## src/rtl/lane_arbiter_if.sv

```systemverilog
// Bundle of the request, sensor, gate and status signals of the ramp arbiter.
interface lane_arbiter_if #(
  parameter int CW = 3
);
  logic          req_in;
  logic          req_out;
  logic          sensor_a;
  logic          sensor_b;
  logic          gate_in_open;
  logic          gate_out_open;
  logic [CW-1:0] count;
  logic          full;
  logic          empty;
  logic          car_done;
  logic          timeout;
  logic          seq_err;

  modport slave (
    input  req_in, req_out, sensor_a, sensor_b,
    output gate_in_open, gate_out_open, count, full, empty,
           car_done, timeout, seq_err
  );

  modport master (
    output req_in, req_out, sensor_a, sensor_b,
    input  gate_in_open, gate_out_open, count, full, empty,
           car_done, timeout, seq_err
  );
endinterface

```

## src/rtl/lane_arbiter.sv

```systemverilog
// Single-lane ramp arbiter: grants one direction at a time, follows the car
// through the a/b sensor pair and keeps a saturating occupancy count.
module lane_arbiter #(
  parameter int CAPACITY = 7,
  parameter int CW       = 3,
  parameter int TIMEOUT  = 16
) (
  input  logic              clk,
  input  logic              reset,
  lane_arbiter_if.slave     bus
);
  localparam int TW = (TIMEOUT > 2) ? $clog2(TIMEOUT) : 1;

  typedef enum logic [2:0] {IDLE, WAIT, S1, S2, S3} state_t;
  typedef enum logic {DIR_IN, DIR_OUT} dir_t;

  state_t        r_state, w_nstate;
  dir_t          r_dir, w_ndir, r_last_dir, w_nlast;
  logic [TW-1:0] r_timer, w_ntimer;
  logic [CW-1:0] r_count;
  logic          r_gate_in, r_gate_out, r_done, r_to, r_err;
  logic          w_inc, w_dec, w_done, w_to, w_err;
  logic          w_full, w_empty, w_elig_in, w_elig_out;
  logic [1:0]    w_s, w_p1, w_p2, w_p3;

  assign w_full     = (r_count == CW'(CAPACITY));
  assign w_empty    = (r_count == '0);
  assign w_elig_in  = bus.req_in  & ~w_full;
  assign w_elig_out = bus.req_out & ~w_empty;
  assign w_s        = {bus.sensor_a, bus.sensor_b};
  // Sequence patterns of the granted direction; OUT is IN mirrored.
  assign w_p1       = (r_dir == DIR_OUT) ? 2'b01 : 2'b10;
  assign w_p2       = 2'b11;
  assign w_p3       = (r_dir == DIR_OUT) ? 2'b10 : 2'b01;

  // Next-state, arbitration and pulse decode.
  always_comb begin
    w_nstate = r_state;
    w_ndir   = r_dir;
    w_nlast  = r_last_dir;
    w_ntimer = r_timer;
    w_inc    = 1'b0;
    w_dec    = 1'b0;
    w_done   = 1'b0;
    w_to     = 1'b0;
    w_err    = 1'b0;
    case (r_state)
      IDLE: begin
        if (w_elig_in && (!w_elig_out || r_last_dir == DIR_OUT)) begin
          w_nstate = WAIT; w_ndir = DIR_IN;  w_nlast = DIR_IN;  w_ntimer = '0;
        end else if (w_elig_out) begin
          w_nstate = WAIT; w_ndir = DIR_OUT; w_nlast = DIR_OUT; w_ntimer = '0;
        end
      end
      WAIT: begin
        if (w_s == 2'b00) begin
          if (r_timer == TW'(TIMEOUT-1)) begin
            w_to = 1'b1; w_nstate = IDLE;
          end else begin
            w_ntimer = r_timer + TW'(1);
          end
        end else if (w_s == w_p1) w_nstate = S1;
        else begin
          w_err = 1'b1; w_nstate = IDLE;
        end
      end
      S1: begin
        if (w_s == w_p2) w_nstate = S2;
        else if (w_s == 2'b00) begin
          w_nstate = WAIT; w_ntimer = '0;   // car backed out before the lane
        end else if (w_s != w_p1) begin
          w_err = 1'b1; w_nstate = IDLE;
        end
      end
      S2: begin
        if (w_s == w_p3) w_nstate = S3;
        else if (w_s == w_p1) w_nstate = S1;
        else if (w_s != w_p2) begin
          w_err = 1'b1; w_nstate = IDLE;
        end
      end
      S3: begin
        if (w_s == 2'b00) begin
          w_done = 1'b1; w_nstate = IDLE;
          w_inc  = (r_dir == DIR_IN);
          w_dec  = (r_dir == DIR_OUT);
        end else if (w_s == w_p2) w_nstate = S2;
        else if (w_s != w_p3) begin
          w_err = 1'b1; w_nstate = IDLE;
        end
      end
      default: w_nstate = IDLE;
    endcase
  end

  // State, count, gates and pulses; count saturates regardless of arbitration.
  always_ff @(posedge clk or posedge reset) begin
    if (reset) begin
      r_state    <= IDLE;
      r_dir      <= DIR_IN;
      r_last_dir <= DIR_OUT;
      r_timer    <= '0;
      r_count    <= '0;
      r_gate_in  <= 1'b0;
      r_gate_out <= 1'b0;
      r_done     <= 1'b0;
      r_to       <= 1'b0;
      r_err      <= 1'b0;
    end else begin
      r_state    <= w_nstate;
      r_dir      <= w_ndir;
      r_last_dir <= w_nlast;
      r_timer    <= w_ntimer;
      if (w_inc && !w_full)       r_count <= r_count + CW'(1);
      else if (w_dec && !w_empty) r_count <= r_count - CW'(1);
      r_gate_in  <= (w_nstate != IDLE) && (w_ndir == DIR_IN);
      r_gate_out <= (w_nstate != IDLE) && (w_ndir == DIR_OUT);
      r_done     <= w_done;
      r_to       <= w_to;
      r_err      <= w_err;
    end
  end

  assign bus.gate_in_open  = r_gate_in;
  assign bus.gate_out_open = r_gate_out;
  assign bus.count         = r_count;
  assign bus.full          = w_full;
  assign bus.empty         = w_empty;
  assign bus.car_done      = r_done;
  assign bus.timeout       = r_to;
  assign bus.seq_err       = r_err;
endmodule

```

## src/flat_wrapper.sv

```systemverilog
// flat-port wrapper written by rule: the top's interface ports become plain ports
module lane_arbiter_flat 
#(
  parameter int CAPACITY = 7,
  parameter int CW       = 3,
  parameter int TIMEOUT  = 16
)
  (clk, reset, bus_req_in, bus_req_out, bus_sensor_a, bus_sensor_b, bus_gate_in_open, bus_gate_out_open, bus_count, bus_full, bus_empty, bus_car_done, bus_timeout, bus_seq_err);
  lane_arbiter_if #(.CW(CW)) bus_i ();
  input  logic clk;
  input  logic reset;
  input wire logic [$bits(bus_i.req_in)-1:0] bus_req_in;
  input wire logic [$bits(bus_i.req_out)-1:0] bus_req_out;
  input wire logic [$bits(bus_i.sensor_a)-1:0] bus_sensor_a;
  input wire logic [$bits(bus_i.sensor_b)-1:0] bus_sensor_b;
  output wire logic [$bits(bus_i.gate_in_open)-1:0] bus_gate_in_open;
  output wire logic [$bits(bus_i.gate_out_open)-1:0] bus_gate_out_open;
  output wire logic [$bits(bus_i.count)-1:0] bus_count;
  output wire logic [$bits(bus_i.full)-1:0] bus_full;
  output wire logic [$bits(bus_i.empty)-1:0] bus_empty;
  output wire logic [$bits(bus_i.car_done)-1:0] bus_car_done;
  output wire logic [$bits(bus_i.timeout)-1:0] bus_timeout;
  output wire logic [$bits(bus_i.seq_err)-1:0] bus_seq_err;
  assign bus_i.req_in = bus_req_in;
  assign bus_i.req_out = bus_req_out;
  assign bus_i.sensor_a = bus_sensor_a;
  assign bus_i.sensor_b = bus_sensor_b;
  assign bus_gate_in_open = bus_i.gate_in_open;
  assign bus_gate_out_open = bus_i.gate_out_open;
  assign bus_count = bus_i.count;
  assign bus_full = bus_i.full;
  assign bus_empty = bus_i.empty;
  assign bus_car_done = bus_i.car_done;
  assign bus_timeout = bus_i.timeout;
  assign bus_seq_err = bus_i.seq_err;
  lane_arbiter #(.CAPACITY(CAPACITY), .CW(CW), .TIMEOUT(TIMEOUT)) u_core (.clk(clk), .reset(reset), .bus(bus_i));
endmodule
```

## config.mk

```make
export PLATFORM = sky130hd
export DESIGN_NAME = lane_arbiter_flat
export DESIGN_NICKNAME = d
export VERILOG_FILES = /design/src/rtl/lane_arbiter_if.sv /design/src/rtl/lane_arbiter.sv /design/src/flat_wrapper.sv
export SDC_FILE = /design/constraint.sdc
export NUM_CORES = 1
export LEC_CHECK = 0
export BUFFER_PORTS_ARGS = -buffer_cell sky130_fd_sc_hd__buf_2
export CAP_MARGIN = 10
export CORE_MARGIN = 1.5
export CORE_UTILIZATION = 59
export DETAILED_ROUTE_END_ITERATION = 8
export GPL_TIMING_DRIVEN = 0
export PLACE_DENSITY = 0.81
export SETUP_SLACK_MARGIN = 0.1
export SYNTH_ARGS = -nofsm -noshare
export SYNTH_HDL_FRONTEND = slang
export SYNTH_SLANG_ARGS = --single-unit
```

## constraint.sdc

```tcl
create_clock -name clk -period 4.4 [get_ports clk]
set_input_delay 0.88 -clock clk [delete_from_list [all_inputs] [get_ports clk]]
set_output_delay 0.88 -clock clk [all_outputs]
set_load 0.05 [all_outputs]
```

Word level (Yosys, flattened, before mapping)
Cells that the tools add are included.
Operators by class
  $add $sub $neg: 3
  bitwise logic cells: 6
  equal/unequal tests: 17
  reduce and logical (&&, ||, !) cells: 18
  mux-type cells: 52
Operators by type and width (count)
  2-to-1 mux 3 bit: 15
  2-to-1 mux 1 bit: 25
  2-to-1 mux 4 bit: 6
  one-hot mux 3 bit (5 select lines): 1
  one-hot mux 4 bit (3 select lines): 1
  equality test 3 x 2 -> 1 bit (second input constant): 2
  equality test 3 bit (second input constant): 2
  zero test 3 bit: 2
  2-to-1 mux 2 bit: 3
  inequality test 2 bit (second input constant): 3
  AND reduction 6 bit: 1
  nonzero test 3 bit: 2
  logical AND 1 bit: 5
  adder 4 x 1 -> 4 bit (second input constant): 1
  equality test 2 bit: 2
  equality test 4 bit (second input constant): 1
  inequality test 2 x 1 -> 1 bit (second input constant): 2
  inequality test 2 bit: 2
  NOT 1 bit: 4
  one-hot mux 1 bit (4 select lines): 1
  nonzero test 2 bit: 2
  adder 3 x 1 -> 3 bit (second input constant): 1
  equality test 3 x 1 -> 1 bit (second input constant): 1
  zero test 1 bit: 3
  7 further kinds: 8
Word-level totals
  bits of input ports: 6
  bits in registers: 17

Depth between registers and ports, before layout
Gate-level depths: netlist of the first run.
  depth in word-level cells: 10
  gate-level depth with buffers: 9
  gate-level depth less buffers: 8

Worst setup path after synthesis of the first run
No wires, ideal clock.
  path type: in2reg
  start: input bus_sensor_a
  end: register u_core.r_count[2] (netlist: u_core.bus.count[2])
  arrival: 2.669 ns
  buffers on the path: 0
  library setup time: 0.118 ns
  cell stages on the path: 8
  required time: 4.282 ns
  path slack: 1.612 ns
  cell sequence: nor2_1 > nand2_1 > or3_1 > fa_1 > a21bo_2 > a31oi_1 > o22ai_1 > a21o_1
On the way
  cells in the longest elaborated chain, start to end: 5
  elaborated cells between the ends (all ways): 9
  classes of those cells: mux: 5; reduce/logical: 4
RTL lines
  from (decl): line flat_wrapper.sv:14  | input wire logic [$bits(bus_i.sensor_a)-1:0] bus_sensor_a;
  zero test 2 bit *: line lane_arbiter.sv:83  | if (w_s == 2'b00) begin
  2-to-1 mux 1 bit: line lane_arbiter.sv:83
  2-to-1 mux 1 bit: line lane_arbiter.sv:47  | case (r_state)
  logical AND 1 bit, on equally long branches: line lane_arbiter.sv:114, lane_arbiter.sv:115
  2-to-1 mux 3 bit or nonzero test 2 bit (tied branches)
  to (signal assigned): line lane_arbiter.sv:114  | if (w_inc && !w_full) r_count <= r_count + CW'(1);
  to (signal assigned): line lane_arbiter.sv:115  | else if (w_dec && !w_empty) r_count <= r_count - CW'(1);
  to (decl): line lane_arbiter.sv:20  | logic [CW-1:0] r_count;
Mark *: on every way between the ends. The rest lies on a longest branch, timed or not.
A chain may end at the register's enable or synchronous reset.

Worst setup path in the final report of the first run
Same ends and word-level chain as after synthesis.

==> flow_metrics.env, run 1 <==
export IMPL_gp_congestion=0.863
export IMPL_grtUsageMet2=0.400
export IMPL_synth_nets=142
export IMPL_cts_buffer_depth=2
export IMPL_grt_max_degree=18
export IMPL_clk_pin_slew_ns=0.10
export IMPL_cp_slowest_cell="fa_1"
export IMPL_dr_first_iter_drc_count=33
export IMPL_fillers=168
export IMPL_start_util=0.620
export IMPL_route_detailed_drc=0
export IMPL_finalInstanceArea_um2=1330
export IMPL_row_count=16
export IMPL_tns_ns=0
export IMPL_hold_class="flip-flop to flip-flop"
export IMPL_grt_pass1_vias=834
export IMPL_tightest_slew_ns=0.643
export IMPL_cts_setup_buffers=0
export IMPL_ys_warn_count=0
export IMPL_via_count=1059
export IMPL_final_cell_mix="buf_2, dfrtp_1, nor2_1, a21oi_1, inv_1"
export IMPL_grt_use_met3=0.0340
export IMPL_rsz0062_at_grt="false"
export IMPL_synthDistinctLibCells=49
export IMPL_root_buffer="clkbuf_4"
export IMPL_syn_inst=134
export IMPL_wirelength_mm=2.50
export IMPL_worstPathRequired_ns=4.58
export IMPL_cts_buffers=3
export IMPL_via_per_inst=5.88
export IMPL_path_cells="buf_2 > nor2_1 > nand2_1 > or3_1 > fa_1 > a21bo_2 > a31oi_1 > o22ai_1 > a21o_1"
export IMPL_drt_pass1_iterations=4
export IMPL_grtUsageMet1=0.295
export IMPL_grt_pass1_wl_mm=3.66
export IMPL_n_antenna_cell=0
export IMPL_drive_above_1_share=0.229
export IMPL_period_share=0.663
export IMPL_reg2regPathDepth=9
export IMPL_die_w_um=48.0
export IMPL_dpl_hpwl_mm=1.84
export IMPL_htree_num_levels=1
export IMPL_worst_setup_path_end_kind="flip-flop"
export IMPL_synth_edff_count=0
export IMPL_antenna_found_initial=0
export IMPL_powerDensity_nw_per_um2=581
export IMPL_cts_resized=0
export IMPL_crit_family="simple AND/OR/NAND/NOR gates"
export IMPL_status="finished clean"
export IMPL_min_period_ns=2.92
export IMPL_grt_busiest_layer="met2"
export IMPL_synth_area_per_cell_um2=8.90
export IMPL_synth_top_cell_by_area="dfrtp_1"
export IMPL_synthToLayoutAreaGrowth_pct=11.3
export IMPL_hold_path_depth=1
export IMPL_slew_headroom=0.571
export IMPL_die_area_um2=2300
export IMPL_clk_latency_ns=0.28
export IMPL_setup_viol=0
export IMPL_maxCapViolCount=0
export IMPL_async_flop_share=1.00
export IMPL_holdWs_ns=0.501
export IMPL_seq_area_um2=427
export IMPL_numClockSinks=17
export IMPL_ioPinCount=16
export IMPL_yosysSeqAreaShare=0.358
export IMPL_netlist_area_um2=1190
export IMPL_core_area_um2=1920
export IMPL_hold_viol=0
export IMPL_path_depth=9
export IMPL_fmax_ghz=0.343
export IMPL_cp_start_kind="primary input"
export IMPL_critPathMaxFanout=7
export IMPL_vdd_drop_max_mv=0.328
export IMPL_drv_slew=0
export IMPL_die_height_um=48.0
export IMPL_path_class="primary input to flip-flop"
export IMPL_worstPathBufferInverterCount=1
export IMPL_p_leak_nw=0.591
export IMPL_cts_tree="done"
export IMPL_grt_total_usage=0.228
export IMPL_critPathMaxStageDelay_ns=0.45
export IMPL_ys_ff_latch=17
export IMPL_synth_ff_type="dfrtp_1"
export IMPL_placed_cell_area_um2=1300
export IMPL_synth_top_area_share=0.336
export IMPL_grt_ovfl_total=0
export IMPL_ys_top_cells_by_area="dfrtp_1, nor2_1, a21oi_1, a31oi_1, and3b_1"
export IMPL_wl_per_cell_um=13.9
export IMPL_holdBufCountCts=0
export IMPL_clock_skew_ns=0.00329
export IMPL_final_nets=162
export IMPL_port_buffers=15
export IMPL_critPathArrivalTime_ns=3.10
export IMPL_multi_input_area_um2=684
export IMPL_final_common_cell="buf_2"
export IMPL_drt_antenna_violating_nets=0
worst paths after layout:
kind / slack [ns] / end / startpoint
max in group asynchronous: 3.32 / u_core.r_timer[2]$_DFFE_PP0P_ / reset
worst max register to register: 1.68 / u_core.bus.count[2]$_DFFE_PP0P_ / u_core.r_state[0]$_DFF_PP0_
worst min-delay path: 0.50 / u_core.r_timer[3]$_DFFE_PP0P_ / u_core.r_timer[3]$_DFFE_PP0P_
min in group asynchronous: 0.67 / u_core.bus.count[2]$_DFFE_PP0P_ / reset
worst max-delay path: 1.48 / u_core.bus.count[2]$_DFFE_PP0P_ / bus_sensor_a
worst min register to register: 0.50 / u_core.r_timer[3]$_DFFE_PP0P_ / u_core.r_timer[3]$_DFFE_PP0P_
registers in the layout, indices dropped and copies added, names as in the netlist:
name / flops
u_core.r_state: 3
u_core.bus.gate_in_open: 1
u_core.bus.count: 3
u_core.r_last_dir: 1
u_core.bus.timeout: 1
u_core.bus.car_done: 1
u_core.bus.seq_err: 1
u_core.r_dir: 1
u_core.r_timer: 4
u_core.bus.gate_out_open: 1
cell usage after synthesis, types with 2 or more instances:
cell      number
nor4_1         3
clkbuf_1       4
a21oi_1        8
nand4b_1       2
a21o_1         2
nor3_1         2
o21a_1         2
mux2i_1        3
nor2_1        12
dfrtp_1       16
a31oi_1        6
nor2b_1        4
nand3_1        5
or2_2          2
buf_4          2
or3_1          3
nor3b_1        2
o21ai_0        2
nand2b_1       3
buf_2          5
o22ai_1        4
and3b_1        4
inv_1          7
nand2_1        6
cell families after synthesis:
group,share of synthesized area
and+or+nand+nor,0.258
AOI/OAI and AO/OA,0.243
buffers and inverters,0.0682
DFF,0.358
muxes,0.0378
adders and majority gates,0.0273
xor gates and xnor gates,0.00735
report_power, final:
group | internal [mW] | switching [mW] | leakage (nW)
clock network | 0.0351 | 0.0467 | 0.0150
registers | 0.205 | 0.0347 | 0.208
logic | 0.170 | 0.280 | 0.369
per-layer routing:
| layer | vias up | share of wire |
|---|---|---|
| met5 | - | 0 |
| met4 | 0 | 0.0056 |
| met3 | 2 | 0.042 |
| met2 | 24 | 0.51 |
| met1 | 501 | 0.45 |
| li1 | 532 | - |
worst reg2reg max path, stage by stage (launching register included):
cell and delay, ns:
dfrtp_1 0.44, buf_2 0.21, nor3b_2 0.31, nand2_1 0.20, or3_1 0.38, fa_1 0.45
a21bo_2 0.24, a31oi_1 0.13, o22ai_1 0.11, a21o_1 0.16
stage by stage:
step,total power [mW],cells,util,worst slack (ns)
floorplan,0.602,134,-,1.61
global placement,0.673,176,0.677,1.28
detailed placement,0.690,176,0.677,1.24
CTS,0.772,180,0.691,1.53
global route,0.826,180,0.691,1.33
finish,0.771,180,0.691,1.48
area by class of cell:
type                    count  area share
plain buffers              11      0.0415
clock buffers               4      0.0198
inverters                   7      0.0198
multi-input cells          99       0.516
flip-flops and latches     17       0.321
well taps                  27      0.0254
repair buffers             15      0.0566
No activity file was read; power rests on OpenSTA's default activity.
==> run 2, diff against run 1 <==
Settings changed: CORE_UTILIZATION 59 to 56, PLACE_DENSITY 0.81 to 0.78.
Clock period 4.4 ns to 2.7 ns, I/O delays scaled along.
==> run 2 against run 1 <==
Sequential share of layout area shrank 0.38 points. Setup slack lost 1.2 ns. Global-route usage grew 2.7 points. Core utilization decreased by 0.70 points. Final cell count rose by 0.56%. Clock power up 67%. Total power up 67%. Clock skew down 0.0028 ns. Sequential power rose by 65%. Worst hold slack got worse by 0.19 ns. Largest cell class unchanged.
==> flow_metrics.env, run 2 (synthesis gave the netlist of run 1 again) <==
export IMPL_regMostFlops="u_core.r_timer"
export IMPL_holdBufCountCts=0
export IMPL_die_w_um=49.1
export IMPL_die_height_um=49.1
export IMPL_cp_start_kind="flip-flop"
export IMPL_finalPower_mw=1.28
export IMPL_rr_startpoint="u_core.r_state[0]$_DFF_PP0_"
export IMPL_core_area_um2=1980
export IMPL_htree_num_levels=1
export IMPL_powerDensity_nw_per_um2=948
export IMPL_r2r_end="u_core.bus.count[2]$_DFFE_PP0P_"
export IMPL_ioPinCount=16
export IMPL_dr_first_iter_drc_count=25
export IMPL_cp_slowest_cell="dfrtp_1"
export IMPL_worstPathRequired_ns=2.89
export IMPL_drt_antenna_violating_nets=0
export IMPL_numClockSinks=17
export IMPL_cts_buffers=3
export IMPL_row_count=16
export IMPL_final_util=0.684
export IMPL_n_antenna_cell=0
export IMPL_p_leak_nw=0.599
export IMPL_wl_per_cell_um=14.8
export IMPL_cts_tree="done"
export IMPL_route_detailed_drc=0
export IMPL_drv_slew=0
export IMPL_dpl_hpwl_mm=2.00
export IMPL_gp_congestion=0.837
export IMPL_port_buffers=15
export IMPL_holdWs_ns=0.315
export IMPL_placedCellCount=176
export IMPL_start_util=0.602
export IMPL_tns_ns=0
export IMPL_crit_family="simple AND/OR/NAND/NOR gates"
export IMPL_slew_headroom=0.576
export IMPL_intPower_mw=0.673
export IMPL_p_sw_mw=0.612
export IMPL_period_share=0.913
export IMPL_critPathArrivalTime_ns=2.65
export IMPL_min_period_ns=2.46
export IMPL_clk_pin_slew_ns=0.10
export IMPL_rrSetupSlack_ns=0.24
export IMPL_clock_skew_ns=0.000519
export IMPL_grt_ovfl_total=0
export IMPL_final_cell_mix="buf_2, dfrtp_1, nor2_1, a21oi_1, inv_1"
export IMPL_die_area_um2=2420
export IMPL_fin_cells=181
export IMPL_path_class="flip-flop to flip-flop"
export IMPL_reg2regPathDepth=9
export IMPL_largest_reg_flops=4
export IMPL_via_per_inst=6.02
export IMPL_grt_total_usage=0.255
export IMPL_vdd_drop_max_mv=0.682
export IMPL_path_cells="buf_2 > nor3b_4 > nand2_2 > or3_4 > fa_2 > a21bo_2 > a31oi_1 > o22ai_1 > a21o_1"
export IMPL_root_buffer="clkbuf_4"
export IMPL_wirelength_mm=2.67
export IMPL_hold_viol=0
export IMPL_clk_latency_ns=0.29
export IMPL_final_common_cell="buf_2"
export IMPL_cts_buffer_depth=2
export IMPL_tightest_slew_ns=0.635
export IMPL_fillers=169
export IMPL_critPathMaxFanout=10
export IMPL_p_comb_frac=0.586
export IMPL_critPathMaxStageDelay_ns=0.42
export IMPL_fmax_ghz=0.406
export IMPL_hold_class="primary input to async pin"
export IMPL_antenna_found_initial=0
export IMPL_grt_pass1_wl_mm=4.73
export IMPL_grt_max_degree=18
export IMPL_final_nets=163
export IMPL_grt_pass1_vias=1048
export IMPL_synthToLayoutAreaGrowth_pct=13.6
export IMPL_status="finished clean"
export IMPL_worstPathBufferInverterCount=1
export IMPL_drive_above_1_share=0.273
export IMPL_via_count=1090
export IMPL_drt_pass1_iterations=4
export IMPL_worst_setup_path_end_kind="flip-flop"
export IMPL_maxCapViolCount=0
export IMPL_setup_viol=0
export IMPL_seqPwrFrac=0.307
export IMPL_rsz0062_at_grt="false"
export IMPL_clkPwrFrac=0.107
export IMPL_switching_share=0.476
## run 2: changes by cell type in the layout (fill, tap and decap cells not counted)
cell     previous run  this run
nor3b_2             1         0
dfrtp_1            16        13
fa_2                0         1
nand2_1             6         5
or3_4               0         1
fa_1                1         0
or3_1               3         2
dfrtp_2             0         3
buf_4               2         3
nor3b_4             0         1
nand2_2             0         1
## run 2: cell type report
type,count,area [um^2],area share
Buffer,11,55.1,0.0406
Clock buffer,4,26.3,0.0194
Inverter,7,26.3,0.0194
Multi-Input combinational cell,99,701,0.517
Sequential cell,17,430,0.318
Tap cell,27,33.8,0.0249
Timing Repair Buffer,16,82.6,0.0609
## run 2: metal layers
metal / track usage / vias to the layer above / share of wire
met5: 0 / - / 0
met4: 0.105 / 0 / 0.019
met3: 0.0337 / 7 / 0.043
met2: 0.408 / 34 / 0.49
met1: 0.349 / 519 / 0.44
li1: - / 530 / -
## run 2: what timing repair did
action	in CTS	in global routing
pin swaps	1	0
endpoints found under the setup margin	1	1
gates resized for setup	2	2
buffers inserted	1	0
## run 2: worst max path at each step
stage | to | slack [ns] | startpoint | cells after the start
6_report | u_core.bus.count[2]$_DFFE_PP0P_ | 0.24 | u_core.r_state[0]$_DFF_PP0_ | 9
5_1_grt | u_core.bus.count[2]$_DFFE_PP0P_ | 0.12 | u_core.r_state[0]$_DFF_PP0_ | 9
4_1_cts | u_core.bus.count[2]$_DFFE_PP0P_ | 0.16 | u_core.r_state[0]$_DFF_PP0_ | 9
3_5_place_dp | u_core.bus.count[2]$_DFFE_PP0P_ | -0.17 | bus_sensor_a | 9
3_3_place_gp | u_core.bus.count[2]$_DFFE_PP0P_ | -0.08 | bus_sensor_a | 9
2_1_floorplan | u_core.bus.count[2]$_DFFE_PP0P_ | 0.12 | u_core.bus.count[0]$_DFFE_PP0P_ | 9
## run 2: stage by stage
step | setup slack, ns | area, um^2
2_1_floorplan | 0.118 | 1200
3_5_place_dp | -0.166 | 1310
5_1_grt | 0.119 | 1360
6_report | 0.236 | 1360
4_1_cts | 0.163 | 1350
3_3_place_gp | -0.0790 | 1310
## run 2: power groups by stage
| stage | registers (mW) | clock network [mW] | logic (mW) |
|---|---|---|---|
| detailed placement | 0.396 | 0 | 0.739 |
| CTS | 0.392 | 0.137 | 0.749 |
| floorplan | 0.478 | 0 | 0.505 |
| finish | 0.395 | 0.137 | 0.753 |
| global placement | 0.390 | 0 | 0.709 |
| global route | 0.402 | 0.149 | 0.824 |
==> run 3, diff against run 2 <==
Settings changed: MAX_ROUTING_LAYER from default to met4, RECOVER_POWER from default to 25.
==> run 3 against run 2 <==
Worst hold slack is essentially flat. Critical path depth did not move. Non-clock buffer count is the same. Critical endpoint unchanged. Largest cell class unchanged. Highest routed layer unchanged.
==> flow_metrics.env, run 3 (synthesis gave the netlist of run 1 again) <==
export IMPL_status="finished clean"
export IMPL_p_comb_frac=0.586
export IMPL_clk_pin_slew_ns=0.10
export IMPL_placed_cell_area_um2=1310
export IMPL_gp_congestion=0.850
export IMPL_placedCellCount=176
export IMPL_wl_per_cell_um=14.8
export IMPL_dpl_hpwl_mm=2.00
export IMPL_tightest_slew_ns=0.635
export IMPL_worst_setup_path_end_kind="flip-flop"
export IMPL_die_area_um2=2420
export IMPL_port_buffers=15
export IMPL_antenna_found_initial=0
export IMPL_tns_ns=0
export IMPL_wirelength_mm=2.67
export IMPL_critPathArrivalTime_ns=2.65
export IMPL_grt_total_usage=0.262
export IMPL_row_count=16
export IMPL_numClockSinks=17
export IMPL_root_buffer="clkbuf_4"
export IMPL_die_w_um=49.1
export IMPL_drv_slew=0
export IMPL_holdBufCountCts=0
export IMPL_switching_share=0.476
export IMPL_final_cell_mix="buf_2, dfrtp_1, nor2_1, a21oi_1, inv_1"
export IMPL_final_common_cell="buf_2"
export IMPL_grt_ovfl_total=0
export IMPL_fmax_ghz=0.406
export IMPL_finalInstanceArea_um2=1360
export IMPL_path_class="flip-flop to flip-flop"
export IMPL_htree_num_levels=1
export IMPL_dr_first_iter_drc_count=25
export IMPL_grt_pass1_wl_mm=4.72
export IMPL_drt_antenna_violating_nets=0
export IMPL_vdd_drop_max_mv=0.682
export IMPL_finalPower_mw=1.28
export IMPL_final_nets=163
export IMPL_p_sw_mw=0.611
export IMPL_fin_cells=181
export IMPL_cp_start_kind="flip-flop"
export IMPL_grt_pass1_vias=1048
export IMPL_maxCapViolCount=0
export IMPL_pre_cts_slack_ns=-0.166
export IMPL_final_util=0.684
export IMPL_hold_viol=0
export IMPL_setup_viol=0
export IMPL_cts_tree="done"
export IMPL_critPathMaxFanout=10
export IMPL_cts_buffers=3
export IMPL_clk_latency_ns=0.29
export IMPL_n_antenna_cell=0
export IMPL_worst_slack_ns=0.236
export IMPL_clkPwrFrac=0.107
export IMPL_cts_buffer_depth=2
export IMPL_route_detailed_drc=0
export IMPL_intPower_mw=0.673
export IMPL_slew_headroom=0.576
export IMPL_holdWs_ns=0.315
export IMPL_regMostFlops="u_core.r_timer"
export IMPL_fillers=169
export IMPL_drive_above_1_share=0.273
export IMPL_clock_skew_ns=0.000520
export IMPL_grt_max_degree=18
export IMPL_rsz0062_at_grt="false"
export IMPL_die_height_um=49.1
export IMPL_p_leak_nw=0.599
export IMPL_hold_class="primary input to async pin"
export IMPL_period_share=0.912
export IMPL_ioPinCount=16
export IMPL_min_period_ns=2.46
export IMPL_synthToLayoutAreaGrowth_pct=13.6
export IMPL_via_per_inst=6.02
export IMPL_core_area_um2=1980
export IMPL_largest_reg_flops=4
export IMPL_worstPathRequired_ns=2.89
export IMPL_seqPwrFrac=0.307
export IMPL_powerDensity_nw_per_um2=948
export IMPL_drt_pass1_iterations=4
export IMPL_via_count=1090
export IMPL_start_util=0.602
-- run 3: final cells by class --
cell class	count	area, um^2	share of cell area
repair buffers	16	82.6	0.0609
inverters	7	26.3	0.0194
clock buffers	4	26.3	0.0194
flip-flops and latches	17	430	0.318
multi-input cells	99	701	0.517
plain buffers	11	55.1	0.0406
well taps	27	33.8	0.0249
-- run 3: worst max-delay path, cell delays in order (launching register included) --
cell and delay, ns:
dfrtp_1 0.42, buf_2 0.20, nor3b_4 0.22, nand2_2 0.14, or3_4 0.37, fa_2 0.38, a21bo_2 0.23, a31oi_1 0.14
o22ai_1 0.10, a21o_1 0.16
-- run 3: layer usage --
layer  track usage  routed length [um]  vias up
li1              -                   -      530
met1         0.349                1180      519
met2         0.408                1320       34
met3        0.0337                 114        7
met4         0.105                  51        0
met5             -                   0        -
-- run 3: worst paths after layout --
kind	from	endpoint	slack, ns	cells after the start
max	u_core.r_state[0]$_DFF_PP0_	u_core.bus.count[2]$_DFFE_PP0P_	0.24	9
min	reset	u_core.r_timer[2]$_DFFE_PP0P_	0.31	2
min in group clk	bus_req_in	u_core.r_last_dir$_DFFE_PP1P_	0.45	2
max reg2reg	u_core.r_state[0]$_DFF_PP0_	u_core.bus.count[2]$_DFFE_PP0P_	0.24	9
max in group asynchronous	reset	u_core.bus.count[2]$_DFFE_PP0P_	1.94	2
min reg2reg	u_core.r_timer[3]$_DFFE_PP0P_	u_core.r_timer[3]$_DFFE_PP0P_	0.51	1
-- run 3: repair_timing --
action	CTS	global route
gates resized for setup	2	2
endpoints found under the setup margin	1	1
buffers inserted	1	0
pin swaps	1	0
-- run 3: power groups by stage --
stage          registers (mW)  clock network [mW]  logic [mW]
6_report                0.395               0.137       0.753
5_1_grt                 0.402               0.149       0.824
4_1_cts                 0.392               0.137       0.749
3_5_place_dp            0.396                   0       0.739
3_3_place_gp            0.390                   0       0.709
2_1_floorplan           0.478                   0       0.505
